`src/rtl/time_measurement_mc.sv`:
```
// Multi-channel enable-duration timer.
// Each channel counts how many clock edges its en input is sampled high, in
// units of PRESCALE cycles. On the first low sample it latches the count into
// res and pulses valid for one cycle. Counter overflow either saturates or
// wraps, depending on SAT_MODE, and is reported on ovf.
//
// Ports:
//   clk    - system clock, rising edge
//   rst_n  - asynchronous active-low reset
//   en     - per-channel measurement enable (CHANNELS bits)
//   clr    - synchronous clear of all channels
//   res    - latched results, channel i at [i*WIDTH +: WIDTH]
//   valid  - one-cycle pulse per channel when a new result is latched
//   ovf    - overflow flag belonging to the current res of each channel
//   busy   - high while the channel is measuring
module time_measurement_mc #(
  parameter int unsigned CHANNELS = 2,
  parameter int unsigned WIDTH    = 6,
  parameter int unsigned PRESCALE = 10,
  parameter bit          SAT_MODE = 1'b1
) (
  input  logic                      clk,
  input  logic                      rst_n,
  input  logic [CHANNELS-1:0]       en,
  input  logic                      clr,
  output logic [CHANNELS*WIDTH-1:0] res,
  output logic [CHANNELS-1:0]       valid,
  output logic [CHANNELS-1:0]       ovf,
  output logic [CHANNELS-1:0]       busy
);

  localparam int unsigned PW = (PRESCALE > 1) ? $clog2(PRESCALE) : 1;

  localparam logic [0:0]       S_IDLE   = 1'b0;
  localparam logic [0:0]       S_RUN    = 1'b1;
  localparam logic [PW-1:0]    PRE_LAST = PW'(PRESCALE - 1);
  localparam logic [WIDTH-1:0] CNT_MAX  = '1;

  // Registered en for edge detection; resets high so a held-high en does not
  // start a measurement at reset release.
  logic [CHANNELS-1:0] r_en_d;

  always_ff @(posedge clk or negedge rst_n) begin
    if (!rst_n) r_en_d <= '1;
    else        r_en_d <= en;
  end

  for (genvar g = 0; g < CHANNELS; g++) begin : g_ch
    logic [0:0]       r_state, w_state_nx;
    logic [PW-1:0]    r_pre, w_pre_nx, w_pre_base, w_pre_adv;
    logic [WIDTH-1:0] r_cnt, w_cnt_nx, w_cnt_base, w_cnt_adv;
    logic             r_lovf, w_lovf_nx, w_lovf_base, w_lovf_adv;
    logic [WIDTH-1:0] r_res, w_res_nx;
    logic             r_ovf, w_ovf_nx;
    logic             r_valid, w_valid_nx;
    logic             r_busy, w_busy_nx;

    // One high cycle applied to the live count; a start begins from zero so
    // the prescaler phase aligns with the start edge.
    always_comb begin
      w_pre_base  = (r_state == S_RUN) ? r_pre  : '0;
      w_cnt_base  = (r_state == S_RUN) ? r_cnt  : '0;
      w_lovf_base = (r_state == S_RUN) ? r_lovf : 1'b0;
      w_pre_adv   = w_pre_base + PW'(1);
      w_cnt_adv   = w_cnt_base;
      w_lovf_adv  = w_lovf_base;
      if (w_pre_base == PRE_LAST) begin
        w_pre_adv = '0;
        if (w_cnt_base == CNT_MAX) begin
          w_lovf_adv = 1'b1;
          w_cnt_adv  = SAT_MODE ? CNT_MAX : '0;
        end else begin
          w_cnt_adv = w_cnt_base + WIDTH'(1);
        end
      end
    end

    // Next-state and output logic
    always_comb begin
      w_state_nx = r_state;
      w_pre_nx   = r_pre;
      w_cnt_nx   = r_cnt;
      w_lovf_nx  = r_lovf;
      w_res_nx   = r_res;
      w_ovf_nx   = r_ovf;
      w_valid_nx = 1'b0;
      w_busy_nx  = r_busy;
      if (clr) begin
        w_state_nx = S_IDLE;
        w_pre_nx   = '0;
        w_cnt_nx   = '0;
        w_lovf_nx  = 1'b0;
        w_res_nx   = '0;
        w_ovf_nx   = 1'b0;
        w_busy_nx  = 1'b0;
      end else if (r_state == S_IDLE) begin
        if (en[g] && !r_en_d[g]) begin
          w_state_nx = S_RUN;
          w_pre_nx   = w_pre_adv;
          w_cnt_nx   = w_cnt_adv;
          w_lovf_nx  = w_lovf_adv;
          w_busy_nx  = 1'b1;
        end
      end else begin
        if (en[g]) begin
          w_pre_nx  = w_pre_adv;
          w_cnt_nx  = w_cnt_adv;
          w_lovf_nx = w_lovf_adv;
        end else begin
          w_state_nx = S_IDLE;
          w_res_nx   = r_cnt;
          w_ovf_nx   = r_lovf;
          w_valid_nx = 1'b1;
          w_busy_nx  = 1'b0;
        end
      end
    end

    // State and output registers
    always_ff @(posedge clk or negedge rst_n) begin
      if (!rst_n) begin
        r_state <= S_IDLE;
        r_pre   <= '0;
        r_cnt   <= '0;
        r_lovf  <= 1'b0;
        r_res   <= '0;
        r_ovf   <= 1'b0;
        r_valid <= 1'b0;
        r_busy  <= 1'b0;
      end else begin
        r_state <= w_state_nx;
        r_pre   <= w_pre_nx;
        r_cnt   <= w_cnt_nx;
        r_lovf  <= w_lovf_nx;
        r_res   <= w_res_nx;
        r_ovf   <= w_ovf_nx;
        r_valid <= w_valid_nx;
        r_busy  <= w_busy_nx;
      end
    end

    assign res[g*WIDTH +: WIDTH] = r_res;
    assign ovf[g]                = r_ovf;
    assign valid[g]              = r_valid;
    assign busy[g]               = r_busy;
  end

endmodule

```
`config.mk`:
```
export PLATFORM = sky130hd
export DESIGN_NAME = time_measurement_mc
export DESIGN_NICKNAME = d
export VERILOG_FILES = /design/src/rtl/time_measurement_mc.sv
export SDC_FILE = /design/constraint.sdc
export NUM_CORES = 1
export LEC_CHECK = 0
export BUFFER_PORTS_ARGS = -buffer_cell sky130_fd_sc_hd__buf_2
export CORE_ASPECT_RATIO = 0.5
export CORE_MARGIN = 4
export CORE_UTILIZATION = 55
export CTS_CLUSTER_DIAMETER = 30
export DETAILED_ROUTE_END_ITERATION = 6
export PLACE_DENSITY_LB_ADDON = 0.1
export RECOVER_POWER = 25
export SYNTH_ARGS = -nofsm -noshare
export SYNTH_HDL_FRONTEND = slang
export SYNTH_SLANG_ARGS = --single-unit
```
`constraint.sdc`:
```
create_clock -name clk -period 5.5 [get_ports clk]
set_clock_uncertainty 0.15 [all_clocks]
set_input_delay 1.1 -clock clk [delete_from_list [all_inputs] [get_ports clk]]
set_output_delay 1.1 -clock clk [all_outputs]
set_load 0.01 [all_outputs]
```
==> flow_summary.toml, run 1 <==
[grt]
grt_antenna_before_repair = 0
overflow = 0
grt_pass1_wl_mm = 7.68
track_usage_pct = 19.2
grt_pass1_vias = 1575
grt_max_degree = 45

[final_layout]
area_growth_pct = 10.3
drive_above_1_share_pct = 15.0
antenna_cells = 0
fin_cells = 291
layout.nets = 249

[yosys]
synth_area_leader_cell = "dfrtp_1"
synthCells = 226
synth_top_area_share_pct = 47.4
synthFlopType = "dfrtp_1"
yosys-top-cells-count = "dfrtp_1 (42), nand2_1 (35), nor2_1 (19)"
synth_warnings = 0
ys_seq_area_share_pct = 49.7
synth_area_leaders = "dfrtp_1 (47%), nand2_1 (5.9%), a21oi_1 (4.1%)"
synth_edf_count = 0
synth_cell_types = 44
yosys_register_bits = 44
syn-cell-area_um2 = 2220
ys_async_sr_fraction_pct = 100
syn_avg_cell_area_um2 = 9.82
post-synth-top-count-cell = "dfrtp_1"
syn-num-nets = 236

[worst_setup_path]
max_stage_delay_ps = 1630
path_buf_inv = 1
crit_family = "buffers and inverters"
cp.required_ps = 5290
r2r_cells = 6
arrival_ps = 2760
cp.depth = 1
cpMaxStageDelayCell = "clkbuf_1"
crit_path_max_fanout = 44
endpoint_kind = "async pin"
crit_path_cell_trace = "clkbuf_1"
critPathLaunchType = "input pin"
criticalPathCategory = "in2async"

[place]
io_buffer_count = 22
dp_hpwl_mm = 2.87
gp_congestion = 0.902
dp_cells = 283
dp_slack_ps = 3000

[drt]
wirelength_mm = 4.29
vias = 1716
first_iter_violations = 92
wl_per_cell_um = 14.7
drc = 0
vias_per_cell = 5.90
firstDrtPassIters = 4
ant_nets = 0

[die]
die-height_um = 52.9
dieArea_um2 = 5180
core_area_um2 = 3660
start_util_pct = 60.6
rows = 15
io_pins = 23
die_width_um = 97.8

[power]
vdd_ir_drop_max_uv = 122
p_per_area_nw_per_um2 = 290
power_mw = 0.711
p_leak_nw = 1.26

[timing]
fmax_mhz = 336
slew-limit-headroom_pct = -55.6
rsz0062_at_grt = "no"
tightest_slew_ps = 2330
layout_min_cycle_time_ps = 2970
postLayoutSetupSlackWorst_ps = 2530
tns_ps = 0
drv_slew = 45
setup_viol = 0
post-route-period-util_pct = 54.0
hold_viol_final = 0

[cts]
cts_setup_buffers = 0
root_buffer = "clkbuf_8"
clk-insertion-delay-late_ps = 300
cts_buffer_depth = 2
cts_sinks = 44
cts_tree = "yes"
numCtsBuffers = 5
clock_tree.htree_level_count = 2
post_cts_resized = 0
hold_buffers = 0
cts.clk_slew.worst_paths_ps = 80

[outcome]
status = "complete, but fails checks"
violations = "capacitance limit, slew limit"

[hold_path]
min_path_type = "reg2reg"
holdPathStages = 1

[flow_run]
drv_cap = 1
path summary, 6_finish.rpt:
| path | slack, ps | end | from |
|---|---|---|---|
| max in group clk | 3200 | g_ch[0].r_cnt[3] | g_ch[0].r_state |
| setup reg to reg | 3200 | g_ch[0].r_cnt[3] | g_ch[0].r_state |
| hold / removal | 340 | g_ch[0].r_pre[3] | g_ch[0].r_pre[3] |
| hold reg to reg | 340 | g_ch[0].r_pre[3] | g_ch[0].r_pre[3] |
| min in group asynchronous | 1330 | g_ch[1].r_cnt[2] | rst_n |
| setup / recovery | 2530 | g_ch[0].r_res[0] | rst_n |
flip-flops by register name (all words and copies together), names as in the netlist:
| name | cells |
|---|---|
| g_ch.r_ovf | 2 |
| g_ch.r_pre | 8 |
| g_ch.r_busy | 2 |
| g_ch.r_valid | 2 |
| r_en_d | 2 |
| g_ch.r_res | 12 |
| g_ch.r_lovf | 2 |
| g_ch.r_cnt | 12 |
| g_ch.r_state | 2 |
power by group:
| group | switching, mW | leakage [nW] | internal (mW) |
|---|---|---|---|
| logic | 0.0251 | 0.576 | 0.00984 |
| clock network | 0.116 | 0.0784 | 0.227 |
| registers | 0.00462 | 0.602 | 0.328 |
routing by layer:
metal / wire [um] / GRT usage, % / vias to the layer above
met5: 0 / 0 / -
met4: 72 / 8.28 / 0
met3: 145 / 5.13 / 7
met2: 2000 / 30.6 / 31
met1: 2070 / 25.1 / 860
li1: - / - / 818
kinds of logic (layout without fill, tap and decap cells):
logic type	count (synthesis)	in the layout	share of synthesized area (%)
AO/OA/AOI/OAI	60	60	17.6
adder cells (fa/ha/maj)	5	5	2.82
XOR/XNOR	2	2	0.789
multiplexers	7	7	3.16
buffers and inverters	21	35	5.41
flip-flops	44	44	49.7
AND/OR/NAND/NOR	87	87	20.5
per-stage QoR:
step	utilization [%]	hold slack [ps]	area, um2
floorplan	-	291	2220
global placement	62.6	321	2290
detailed placement	62.6	322	2290
CTS	67.0	340	2450
global route	66.9	370	2450
finish	66.9	344	2450
layout make-up:
cell class	count	area, um2
Fill cell	305	1210
Sequential cell	44	1100
Multi-Input combinational cell	161	996
Timing Repair Buffer	22	106
Clock inverter	3	90.1
Clock buffer	5	68.8
Tap cell	51	63.8
Inverter	5	18.8
cell usage in the layout (no fill, tap or decap), types with 5 or more instances in the layout:
cell type	Yosys	final
nand2_1	35	35
nor2_1	19	19
a31oi_1	6	6
mux2i_1	7	7
inv_1	5	5
a21oi_1	18	18
buf_2	3	19
dfrtp_1	42	42
o21ai_0	12	12
ha_1	5	5
clkbuf_8	0	5
Note: power is estimated with default switching activity, not from simulation.
==> run 2: changes to the inputs <==
Clock period 5.5 ns to 3.1 ns, I/O delays scaled along.
==> run 2 against run 1 <==
Effect of this change: the flow now finishes without violations; global-route usage decreased by 0.55 points; final area fell by 2.7%; sequential cell count unchanged; cell count stayed put; sequential power rose by 77%; largest power group is now sequential cells; highest routed layer unchanged.
==> flow_summary.toml, run 2 (synthesis results as in run 1) <==
[die]
io_pins = 23
die_width_um = 97.8
start_util_pct = 60.6
dieArea_um2 = 5180
rows = 15
die-height_um = 52.9
core_area_um2 = 3660

[worst_setup_path]
endpoint_kind = "flip-flop"
crit_path_max_fanout = 14
cp.required_ps = 3130
criticalPathCategory = "reg2reg"
crit_family = "simple AND/OR/NAND/NOR gates"
r2r-start = "g_ch[0].r_state"
critPathLaunch = "g_ch[0].r_state"
max_stage_delay_ps = 580
path_buf_inv = 0
arrival_ps = 2300
cpMaxStageDelayCell = "dfrtp_1"
critPathLaunchType = "flip-flop"
r2r_slack_ps = 830
crit_path_cell_trace = "and2_1 -> ha_1 -> and4b_1 -> and4_1 -> o21ai_1 -> a32o_1"

[drt]
vias = 1669
vias_per_cell = 5.74
wirelength_mm = 4.45
highest_layer = "met4"
first_iter_violations = 123
ant_nets = 0
drc = 0
route.met3.wl_um = 209
wl_met2_mm = 2.08
wl_met1_mm = 2.13
wl_per_cell_um = 15.3
firstDrtPassIters = 5

[cts]
cts_sinks = 44
cts_tree = "yes"
clock_tree.htree_level_count = 2
cts.clk_slew.worst_paths_ps = 80
hold_buffers = 0
clk-insertion-delay-late_ps = 290
numCtsBuffers = 5
cts_setup_buffers = 0
cts_buffer_depth = 2
post_cts_resized = 0
root_buffer = "clkbuf_8"

[grt]
overflow = 0
grt_pass1_wl_mm = 7.58
track_usage_pct = 18.6
grt_max_degree = 45
grt_pass1_vias = 1620
grt_antenna_before_repair = 0

[final_layout]
drive_above_1_share_pct = 15.4
layout.nets = 249
layout.cells.most_common_list = "dfrtp_1 (42), nand2_1 (35), buf_2 (20)"
area_growth_pct = 7.33
final_util_pct = 65.1
reg.largest.list = "g_ch.r_cnt (12), g_ch.r_res (12), g_ch.r_pre (8)"
final_common_cell = "dfrtp_1"
fillerInstances = 308
antenna_cells = 0

[timing]
tns_ps = 0
layout_min_cycle_time_ps = 2270
post-route-period-util_pct = 73.1
fmax_mhz = 441
setup_viol = 0
drv_slew = 0
tightest_slew_ps = 942
hold_viol_final = 0
slew-limit-headroom_pct = 37.2
rsz0062_at_grt = "no"

[flow_run]
drv_cap = 0

[power]
p_per_area_nw_per_um2 = 428
p_leak_nw = 1.23
power_mw = 1.02
vdd_ir_drop_max_uv = 193

[hold_path]
min_path_type = "in2async"

[place]
dp_hpwl_mm = 3.08
gp_congestion = 0.873
io_buffer_count = 22

[outcome]
status = "completed"
[run 2: cell types whose count changed in the layout (fill, tap and decap cells not counted), sizes merged]
cell | previous run | this run
clkinv | 0 | 2
bufinv | 3 | 0
buf | 19 | 20
[run 2: final cells by class]
type                    instances  area (um2)  share of cell area (%)
clock inverters                 2        10.0                   0.420
repair buffers                 22         108                    4.52
multi-input cells             161         996                    41.8
flip-flops and latches         44        1100                    46.3
well taps                      51        63.8                    2.68
clock buffers                   6        82.6                    3.47
inverters                       5        18.8                   0.788
[run 2: path summary, 6_finish.rpt]
| kind | end | depth (start not counted) |
|---|---|---|
| min | g_ch[1].r_pre[3] | 1 |
| max reg2reg | g_ch[0].r_cnt[3] | 6 |
| max | g_ch[0].r_cnt[3] | 6 |
| min in group clk | g_ch[0].r_pre[3] | 1 |
| max in group asynchronous | g_ch[0].r_cnt[0] | 1 |
| min reg2reg | g_ch[0].r_pre[3] | 1 |
[run 2: through the flow]
| step | cells | area [um2] | hold slack, ps | setup WS (ps) |
|---|---|---|---|---|
| 4_1_cts | 291 | 2380 | 327 | 837 |
| 2_1_floorplan | 226 | 2220 | 174 | 1270 |
| 5_1_grt | 291 | 2380 | 382 | 681 |
| 6_report | 291 | 2380 | 310 | 833 |
| 3_5_place_dp | 283 | 2290 | 323 | 863 |
| 3_3_place_gp | 283 | 2290 | 327 | 949 |
[run 2: worst reg2reg max path: stages (launching register included)]
cell and delay [ps]:
dfrtp_1 580, and2_1 250, ha_1 160, and4b_1 460
and4_1 300, o21ai_1 70, a32o_1 200
[run 2: where the power goes]
group | total (mW) | internal, mW | switching (mW)
Clock | 0.367 | 0.178 | 0.189
Combinational | 0.0625 | 0.0177 | 0.0447
Sequential | 0.590 | 0.582 | 0.00791
Total | 1.02 | 0.778 | 0.242
[run 2: routing by layer]
| layer | vias to the layer above | track usage [%] |
|---|---|---|
| met3 | 6 | 5.39 |
| met2 | 35 | 31.5 |
| li1 | 821 | - |
| met5 | - | 0 |
| met1 | 807 | 23.6 |
| met4 | 0 | 5.75 |
